--- src/rtl/twofish_cbc_ctrl.sv ---
`default_nettype none
// ============================================================================
//  Module   : twofish_cbc_ctrl
//  Brief    : CBC/ECB block-mode controller in front of a Twofish datapath.
//             Build with TWOFISH_CBC_EN defined for CBC chaining, else ECB.
//  Revision : 1.0
// ============================================================================
module twofish_cbc_ctrl #(
   parameter int ADDR_W  = 8,
   parameter int TIMEOUT = 64
) (
   input  logic              Clk,
   input  logic              Reset_n,
   input  logic [127:0]      key,
   input  logic [127:0]      iv,
   input  logic              iv_load,
   input  logic              in_valid,
   output logic              in_ready,
   input  logic [127:0]      in_block,
   input  logic              in_dec,
   output logic              out_valid,
   input  logic              out_ready,
   output logic [127:0]      out_block,
   output logic [ADDR_W-1:0] out_addr,
   output logic              busy,
   output logic              err_timeout,
   output logic              dp_rst,
   output logic              dp_start,
   output logic              dp_ende,
   output logic [127:0]      dp_block,
   output logic [127:0]      dp_key,
   output logic [ADDR_W-1:0] dp_addr,
   input  logic [127:0]      dp_o,
   input  logic              dp_busy
);

`ifdef TWOFISH_CBC_EN
   localparam logic CBC_EN = 1'b1;
`else
   localparam logic CBC_EN = 1'b0;
`endif

   localparam int CNT_W = $clog2(TIMEOUT + 1);

   typedef enum logic [2:0] {
      S_IDLE  = 3'd0,
      S_START = 3'd1,
      S_ACK   = 3'd2,
      S_DONE  = 3'd3,
      S_OUT   = 3'd4
   } state_t;

   state_t              state_q;
   logic [127:0]        chain_q;
   logic [127:0]        save_q;
   logic                dec_q;
   logic [ADDR_W-1:0]   idx_q;
   logic [CNT_W-1:0]    cnt_q;
   logic                in_ready_q;
   logic                out_valid_q;
   logic                busy_q;
   logic                err_q;
   logic                dp_start_q;
   logic                dp_ende_q;
   logic [127:0]        dp_block_q;
   logic [127:0]        out_block_q;
   logic [ADDR_W-1:0]   out_addr_q;

   logic [127:0]        chain_d;
   logic [127:0]        dp_in_d;
   logic [127:0]        out_d;
   logic [127:0]        next_chain_d;
   logic                timeout_d;

   // An iv_load arriving with the accepted block wins: the block chains with the new iv.
   always_comb begin
      chain_d      = iv_load ? iv : chain_q;
      dp_in_d      = (CBC_EN && !in_dec) ? (in_block ^ chain_d) : in_block;
      out_d        = (CBC_EN && dec_q) ? (dp_o ^ chain_q) : dp_o;
      next_chain_d = dec_q ? save_q : dp_o;
      timeout_d    = (cnt_q == CNT_W'(TIMEOUT - 1));
   end

   always_ff @(posedge Clk) begin
      if (!Reset_n) begin
         state_q     <= S_IDLE;
         chain_q     <= '0;
         save_q      <= '0;
         dec_q       <= 1'b0;
         idx_q       <= '0;
         cnt_q       <= '0;
         in_ready_q  <= 1'b1;
         out_valid_q <= 1'b0;
         busy_q      <= 1'b0;
         err_q       <= 1'b0;
         dp_start_q  <= 1'b0;
         dp_ende_q   <= 1'b0;
         dp_block_q  <= '0;
         out_block_q <= '0;
         out_addr_q  <= '0;
      end else begin
         case (state_q)
            S_IDLE: begin
               if (iv_load) begin
                  chain_q <= iv;
                  idx_q   <= '0;
                  err_q   <= 1'b0;
               end
               if (in_valid) begin
                  dp_block_q <= dp_in_d;
                  save_q     <= in_block;
                  dec_q      <= in_dec;
                  dp_ende_q  <= in_dec;
                  dp_start_q <= 1'b1;
                  in_ready_q <= 1'b0;
                  busy_q     <= 1'b1;
                  cnt_q      <= '0;
                  state_q    <= S_START;
               end
            end
            S_START: begin
               cnt_q <= cnt_q + CNT_W'(1);
               if (dp_busy) begin
                  dp_start_q <= 1'b0;
                  cnt_q      <= '0;
                  state_q    <= S_ACK;
               end else if (timeout_d) begin
                  err_q      <= 1'b1;
                  dp_start_q <= 1'b0;
                  busy_q     <= 1'b0;
                  in_ready_q <= 1'b1;
                  state_q    <= S_IDLE;
               end
            end
            S_ACK: begin
               cnt_q <= cnt_q + CNT_W'(1);
               if (!dp_busy) begin
                  state_q <= S_DONE;
               end else if (timeout_d) begin
                  err_q      <= 1'b1;
                  busy_q     <= 1'b0;
                  in_ready_q <= 1'b1;
                  state_q    <= S_IDLE;
               end
            end
            S_DONE: begin
               out_block_q <= out_d;
               out_addr_q  <= idx_q;
               if (CBC_EN) begin
                  chain_q <= next_chain_d;
               end
               out_valid_q <= 1'b1;
               state_q     <= S_OUT;
            end
            S_OUT: begin
               if (out_ready) begin
                  out_valid_q <= 1'b0;
                  busy_q      <= 1'b0;
                  in_ready_q  <= 1'b1;
                  idx_q       <= idx_q + ADDR_W'(1);
                  state_q     <= S_IDLE;
               end
            end
            default: begin
               state_q    <= S_IDLE;
               in_ready_q <= 1'b1;
               busy_q     <= 1'b0;
               dp_start_q <= 1'b0;
            end
         endcase
      end
   end

   assign in_ready    = in_ready_q;
   assign out_valid   = out_valid_q;
   assign out_block   = out_block_q;
   assign out_addr    = out_addr_q;
   assign busy        = busy_q;
   assign err_timeout = err_q;
   assign dp_rst      = ~Reset_n;
   assign dp_start    = dp_start_q;
   assign dp_ende     = dp_ende_q;
   assign dp_block    = dp_block_q;
   assign dp_key      = key;
   assign dp_addr     = idx_q;

endmodule
`default_nettype wire
--- config.mk ---
export PLATFORM = sky130hd
export DESIGN_NAME = twofish_cbc_ctrl
export DESIGN_NICKNAME = d
export VERILOG_FILES = /design/src/rtl/twofish_cbc_ctrl.sv
export SDC_FILE = /design/constraint.sdc
export NUM_CORES = 1
export LEC_CHECK = 0
export CAP_MARGIN = 15
export CORE_AREA = 4 4 356 358
export CTS_CLUSTER_DIAMETER = 80
export DETAILED_ROUTE_END_ITERATION = 10
export DIE_AREA = 0 0 360 362
export PLACE_DENSITY = 0.3
export SLEW_MARGIN = 15
export SYNTH_ARGS = -nofsm -noshare
export SYNTH_HDL_FRONTEND = slang
export SYNTH_SLANG_ARGS = --single-unit
--- constraint.sdc ---
create_clock -name Clk -period 3.4 [get_ports Clk]
set_clock_uncertainty 0.2 [all_clocks]
set_input_delay 0.51 -clock Clk [delete_from_list [all_inputs] [get_ports Clk]]
set_output_delay 0.51 -clock Clk [all_outputs]
set_load 0.005 [all_outputs]
==> metrics.md, run 1 <==
| Metric | Value |
|---|---|
| Outcome | finished, final reports clean |
| Power density over the cells | 506.5 nW/um2 |
| CP arrival | 1.90 ns |
| Tmin final | 2.613 ns |
| DIE AREA | 130300 um2 |
| Max Slew Vio Count | 0 |
| Pre-antenna DRT Iters | 5 |
| Worst path bufs/invs | 3 |
| Synth warn | 0 |
| Global route overflow | 0 |
| Synth Instances | 1416 |
| Pre-CTS setup slack | 0.3874 ns |
| CORE AREA | 123300 um2 |
| Gp weighted congestion | 0.7297 |
| Worst-path cell chain | clkdlybuf4s50_1 > inv_8 > clkdlybuf4s50_1 |
| Cts hold-fix bufs | 0 |
| Dpl hpwl | 43.07 mm |
| Compound-Gate Fraction of Synth Area | 13.73% |
| Synth Area in Adders | 0.2238% |
| Post-DR vias/cell | 3.106 |
| Fmax | 382.7 MHz |
| Via count | 10843 |
| Max clock buf depth | 3 |
| Total length of routed met2 wires | 24.12 mm |
| Met3 Wirelength | 6.586 mm |
| Synth Area in Simple Gates | 20.81% |
| Crit path max-delay family | buffers and inverters |
| Sequential share of the synthesized area | 51.56% |
| Netlist cell types | 42 |
| Insertion delay to the later sink of the worst-skew pair | 0.59 ns |
| CTS tree | yes |
| Area occupied by multi-input gates | 4039 um2 |
| Io pins | 926 |
| First-pass GRT wire length | 81.25 mm |
| Post-CTS Setup Bufs | 0 |
| Post-synthesis register bit count | 288 |
| Most common cell on crit path | clkdlybuf4s50_1 |
| Fin area | 19240 um2 |
| Row cnt | 129 |
| EDFF count, synth | 0 |
| Setup TNS | 0 ns |
| Critical Path RT | 2.69 ns |
| Ratio of cells with drive above 1 in the final layout | 6.328% |
| Initial antenna violation count | 16 |
| Root Buffer | clkbuf_16 |
| Drt drc | 0 |
| Die Y | 362 um |
| Worst-path fanout max | 5 |
| CTS sink count | 288 |
| Layout Area Growth over Synthesis | 72.08% |
| Clock transition at path regs | 0.05 ns |
| Reg area | 5766 um2 |
| Crit path max-delay cell type | clkdlybuf4s50_1 |
| Mapped cell area | 11180 um2 |
| Starting density of the core | 9.068% |
| Die width | 360 um |
| Final worst slack | 0.7867 ns |
| Max-cap violation count | 0 |
| IO buf count | 541 |
| Post-synthesis average cell area | 7.897 um2 |
| P_leak | 6.338 nW |
| Post-synthesis mux area share | 0.5707% |
| Worst-margin pin slew | 1.051 ns |
| Ys flop type | dfxtp_1 |
| Headroom to the max-slew limit | 29.91% |
| Ys async rst share | 0% |
| Fillers | 14000 |
| CTS resizes | 0 |
| Metal-1 WL | 23.05 mm |
| Drt wl/cell | 16.34 um |
| Placement Cell Area | 17600 um2 |
| Pin count of the biggest net entering global routing | 145 |
| CTS H-Tree Depth | 2 |
| CTS buffer count | 49 |
| Fin nets | 2332 |
| Vias in the first global route | 11115 |
| Worst IR Drop VDD | 0.2418 mV |
| Slowest stage delay, CP | 0.65 ns |
| All-Layer GR Usage | 8.403% |
| Largest family of logic cells by synthesized area | simple AND/OR/NAND/NOR gates |
| WL final | 57.05 mm |
| CP Class | input port to output pin |
| Top sig layer | met5 |
| Crit path launch type | input port |
| CP Capture Type | output pin |
| ANT nets after route | 0 |
| XOR/XNOR Fraction of Synth Area | 0.7049% |
| Tot Pwr | 9.746 mW |
| RSZ-0062 raised after global routing | no |
| Crit share post-route | 76.86% |
| Syn nets | 1937 |
| # setup viols final | 0 |
| Layout Utilization | 15.60% |
| Starting DRT DRC Count | 405 |
| Final Hold Fails | 0 |
| Hold Crit Class | flop to flop |
## per-stage QoR
| step | instances | hold slack [ns] |
|---|---|---|
| 2_1_floorplan | 1416 | 0.2527 |
| 3_3_place_gp | 3397 | 0.2421 |
| 3_5_place_dp | 3397 | 0.2474 |
| 4_1_cts | 3486 | 0.1652 |
| 5_1_grt | 3488 | 0.1958 |
| 6_report | 3491 | 0.2502 |
## power breakdown
part           switching (mW)  leakage (nW)  total (mW)  internal [mW]
Clock                    1.90         0.798        4.99           3.09
Sequential             0.0842          2.34        3.61           3.52
Combinational           0.499          3.20        1.14          0.643
Total                    2.49          6.34        9.75           7.26
## flip-flops by register name, indices dropped and copies added (netlist names), 3 cells and up
name       count
out_addr       8
dp_block     128
out_block    128
state_q        3
cnt_q          7
dp_addr        8
## per-layer routing
metal / vias to the layer above / global-route usage, %
met2: 498 / 12.58
met4: 14 / 4.579
li1: 5259 / -
met3: 171 / 4.511
met1: 4901 / 9.536
met5: - / 0.6536
## logic make-up after synthesis
logic type,count (synthesis)
AOI/OAI and AO/OA,295
xor gates and xnor gates,9
adders and majority gates,2
buffers and inverters,225
DFF,288
muxes,6
and+or+nand+nor,591
## cell usage in the layout (no fill, tap or decap), types with 2 or more instances in the layout
| master | count |
|---|---|
| nand3b_1 | 2 |
| clkdlybuf4s50_1 | 541 |
| and3_1 | 4 |
| nand3_1 | 4 |
| o21ai_0 | 6 |
| and2_1 | 3 |
| nand2_1 | 534 |
| a21oi_1 | 273 |
| mux2_2 | 3 |
| nand2b_1 | 5 |
| nor2b_1 | 2 |
| clkinv_4 | 2 |
| inv_6 | 7 |
| clkinvlp_4 | 4 |
| bufinv_16 | 2 |
| diode_2 | 5 |
| o211ai_1 | 3 |
| mux2i_1 | 3 |
| nor3b_1 | 2 |
| xor2_1 | 9 |
| clkbuf_1 | 7 |
| buf_4 | 15 |
| o2111ai_1 | 2 |
| clkbuf_8 | 9 |
| inv_1 | 2 |
| ha_1 | 2 |
| nand4_1 | 4 |
| nor2_1 | 22 |
| dfxtp_1 | 288 |
| buf_12 | 10 |
| clkbuf_16 | 51 |
| a21o_1 | 2 |
| clkinv_2 | 7 |
## synth_stat cells, types with 2 or more instances
master	instances	area (um2)
nand2_1	534	2004
dfxtp_1	288	5766
a21oi_1	273	1366
buf_4	132	991.0
clkbuf_1	53	198.9
buf_2	37	185.2
nor2_1	22	82.58
xor2_1	9	78.83
o21ai_0	6	30.03
nand2b_1	5	31.28
and3_1	4	25.02
nand3_1	4	20.02
nand4_1	4	25.02
and2_1	3	18.77
mux2_2	3	33.78
mux2i_1	3	30.03
o211ai_1	3	22.52
a21o_1	2	15.01
ha_1	2	25.02
inv_1	2	7.510
nand3b_1	2	15.01
nor2b_1	2	12.51
nor3b_1	2	15.01
o2111ai_1	2	17.52
or2_1	2	12.51
## tightest hold or removal path: cells and delay by family, from the launching register on
kind	cells	cell delay (ns)
simple gates	1	0.05
flops	1	0.30
compound gates	1	0.05
## worst paths after layout
path                                             endpoint  slack, ns  depth (start not counted)                       from
worst min-delay path            dp_block[69]$_SDFFE_PN0P_       0.25                          2  dp_block[69]$_SDFFE_PN0P_
worst min register to register  dp_block[69]$_SDFFE_PN0P_       0.25                          2  dp_block[69]$_SDFFE_PN0P_
worst max-delay path                               dp_rst       0.79                          3                    Reset_n
worst max register to register  dp_block[32]$_SDFFE_PN0P_       0.98                          6    state_q[0]$_SDFFE_PN0P_
## final cells by class
type | instances | share of cell area (%)
sequential | 288 | 29.96
inverter | 3 | 0.09754
clock buffer | 67 | 7.413
antenna | 5 | 0.06502
tap | 1637 | 10.64
timing repair buffer | 566 | 29.77
clock inverter | 22 | 1.060
multi-input combinational | 903 | 20.99
No activity file was read; power rests on OpenSTA's default activity.
==> run 2, diff against run 1 <==
==> constraint.sdc (replaced) <==
create_clock -name Clk -period 2.5 [get_ports Clk]
set_clock_uncertainty 0.2 [all_clocks]
set_input_delay 0.375 -clock Clk [delete_from_list [all_inputs] [get_ports Clk]]
set_output_delay 0.375 -clock Clk [all_outputs]
set_load 0.005 [all_outputs]
==> run 2 against run 1 <==
  * Register-to-register slack worse by 0.77 ns
  * Routed wire length is 2.2% higher
  * Via count is 1.3% higher
  * First-iteration DRC count is 9.4% higher
  * Critical path depth is 2 lower
  * Sequential power is 36% higher
  * Final cell count is 0.95% higher
  * Worst setup slack worse by 0.62 ns
  * Critical path type is now flop to output pin
  * Highest routed layer unchanged
==> metrics.md, run 2 (same netlist as run 1, synthesis figures left out) <==
| Metric | Value |
|---|---|
| Outcome | finished, final reports clean |
| Slowest stage delay, CP | 0.63 ns |
| Pin count of the biggest net entering global routing | 75 |
| Reg area | 5766 um2 |
| Pre-antenna DRT Iters | 4 |
| CP arrival | 1.76 ns |
| CTS tree | yes |
| Crit path max-delay family | buffers and inverters |
| Worst path bufs/invs | 1 |
| Worst-path cell chain | clkdlybuf4s50_1 |
| Number of instances in the placed design | 3439 |
| Starting density of the core | 9.068% |
| Post-Layout Cell Count | 3524 |
| Drt drc | 0 |
| Crit path max-delay cell type | clkdlybuf4s50_1 |
| Max clock buf depth | 3 |
| Hold Crit Class | input port to flop |
| Most common cell after layout, fill and taps aside | clkdlybuf4s50_1 |
| All-Layer GR Usage | 8.540% |
| First-pass GRT wire length | 82.14 mm |
| Via count | 10988 |
| DIE AREA | 130300 um2 |
| Io pins | 926 |
| Dpl hpwl | 45.58 mm |
| ANT nets after route | 0 |
| Critical Path RT | 1.92 ns |
| Hold WS | 0.1344 ns |
| Worst-margin pin slew | 0.6103 ns |
| Power density over the cells | 671.3 nW/um2 |
| Clock transition at path regs | 0.05 ns |
| Max Slew Vio Count | 0 |
| Drt wl/cell | 16.55 um |
| Fin nets | 2371 |
| Max-cap violation count | 0 |
| Initial antenna violation count | 12 |
| # setup viols final | 0 |
| CORE AREA | 123300 um2 |
| Tmin final | 2.331 ns |
| GR Layer Usage met2 | 13.11% |
| Ratio of cells with drive above 1 in the final layout | 7.807% |
| Crit path launch type | flop |
| Most used routing layer | met2 |
| Die Y | 362 um |
| CP Class | flop to output pin |
| CP Capture Type | output pin |
| Post-CTS Setup Bufs | 0 |
| Crit share post-route | 93.23% |
| P_leak | 6.520 nW |
| CTS sink count | 288 |
| Headroom to the max-slew limit | 59.26% |
| Fillers | 14003 |
| Starting DRT DRC Count | 443 |
| Final worst slack | 0.1692 ns |
| Worst IR Drop VDD | 0.3742 mV |
| Cts hold-fix bufs | 0 |
| Routing usage on met3 | 4.821% |
| Post-DR vias/cell | 3.118 |
| Vias in the first global route | 11372 |
| IO buf count | 541 |
| Setup TNS | 0 ns |
| Global route overflow | 0 |
| CTS H-Tree Depth | 2 |
| Pre-CTS setup slack | -0.06102 ns |
| Root Buffer | clkbuf_16 |
| Insertion delay to the later sink of the worst-skew pair | 0.58 ns |
| Worst-path fanout max | 7 |
| Gp weighted congestion | 0.7745 |
| Most frequent cells in the layout | clkdlybuf4s50_1 (540), nand2_1 (534), dfxtp_1 (288), a21oi_1 (273), buf_4 (51) |
| Final Hold Fails | 0 |
| Die width | 360 um |
| Fmax | 429.0 MHz |
| WL final | 58.32 mm |
| Global Route met1 Usage | 9.594% |
| Area occupied by multi-input gates | 4039 um2 |
| CTS buffer count | 46 |
| RSZ-0062 raised after global routing | no |
| Row cnt | 129 |
| Layout Area Growth over Synthesis | 74.69% |
[run 2: cell count changes in the layout (fill, tap and decap cells not counted), moves of 3 or more]
cell,previous run,this run
inv_6,7,4
clkbuf_8,9,4
buf_4,15,51
clkbuf_1,7,11
buf_12,10,16
[run 2: stage by stage]
stage	utilization [%]	cell area, um2	power, mW
CTS	15.83	19520	13.53
global placement	14.59	17990	6.703
detailed placement	14.59	17990	6.701
global route	15.83	19520	13.84
floorplan	-	11180	5.665
finish	15.84	19530	13.11
[run 2: path summary, 6_finish.rpt]
| path | from | to | slack [ns] | depth (start not counted) |
|---|---|---|---|---|
| max | dp_addr[3]$_SDFFE_PN0P_ | dp_addr[3] | 0.17 | 1 |
| min | in_block[116] | dp_block[116]$_SDFFE_PN0P_ | 0.13 | 3 |
| max reg2reg | state_q[2]$_SDFFE_PN0P_ | dp_addr[7]$_SDFFE_PN0P_ | 0.21 | 5 |
| min reg2reg | out_block[83]$_SDFFE_PN0P_ | out_block[83]$_SDFFE_PN0P_ | 0.25 | 2 |
[run 2: timing repair]
item	4_1_cts	5_1_grt
hold endpoints to repair	0	0
resized for setup	1	0
endpoints found under the setup margin	1	0
[run 2: layer usage]
metal / vias to the layer above / part of all wire (%)
met5: - / 0.40
met4: 18 / 4.7
met3: 172 / 12
met2: 490 / 43
met1: 4979 / 40
li1: 5329 / -
[run 2: power by group]
group	total (mW)	internal [mW]	switching (mW)
Sequential	4.90	4.79	0.109
Combinational	1.66	0.951	0.712
Clock	6.55	4.10	2.45
[run 2: cell type report]
type	count	share of cell area (%)
tap	1637	10.49
antenna	4	0.05124
timing repair buffer	608	31.32
clock buffer	64	6.770
clock inverter	17	1.089
multi-input combinational	903	20.68
sequential	288	29.52
inverter	3	0.09608
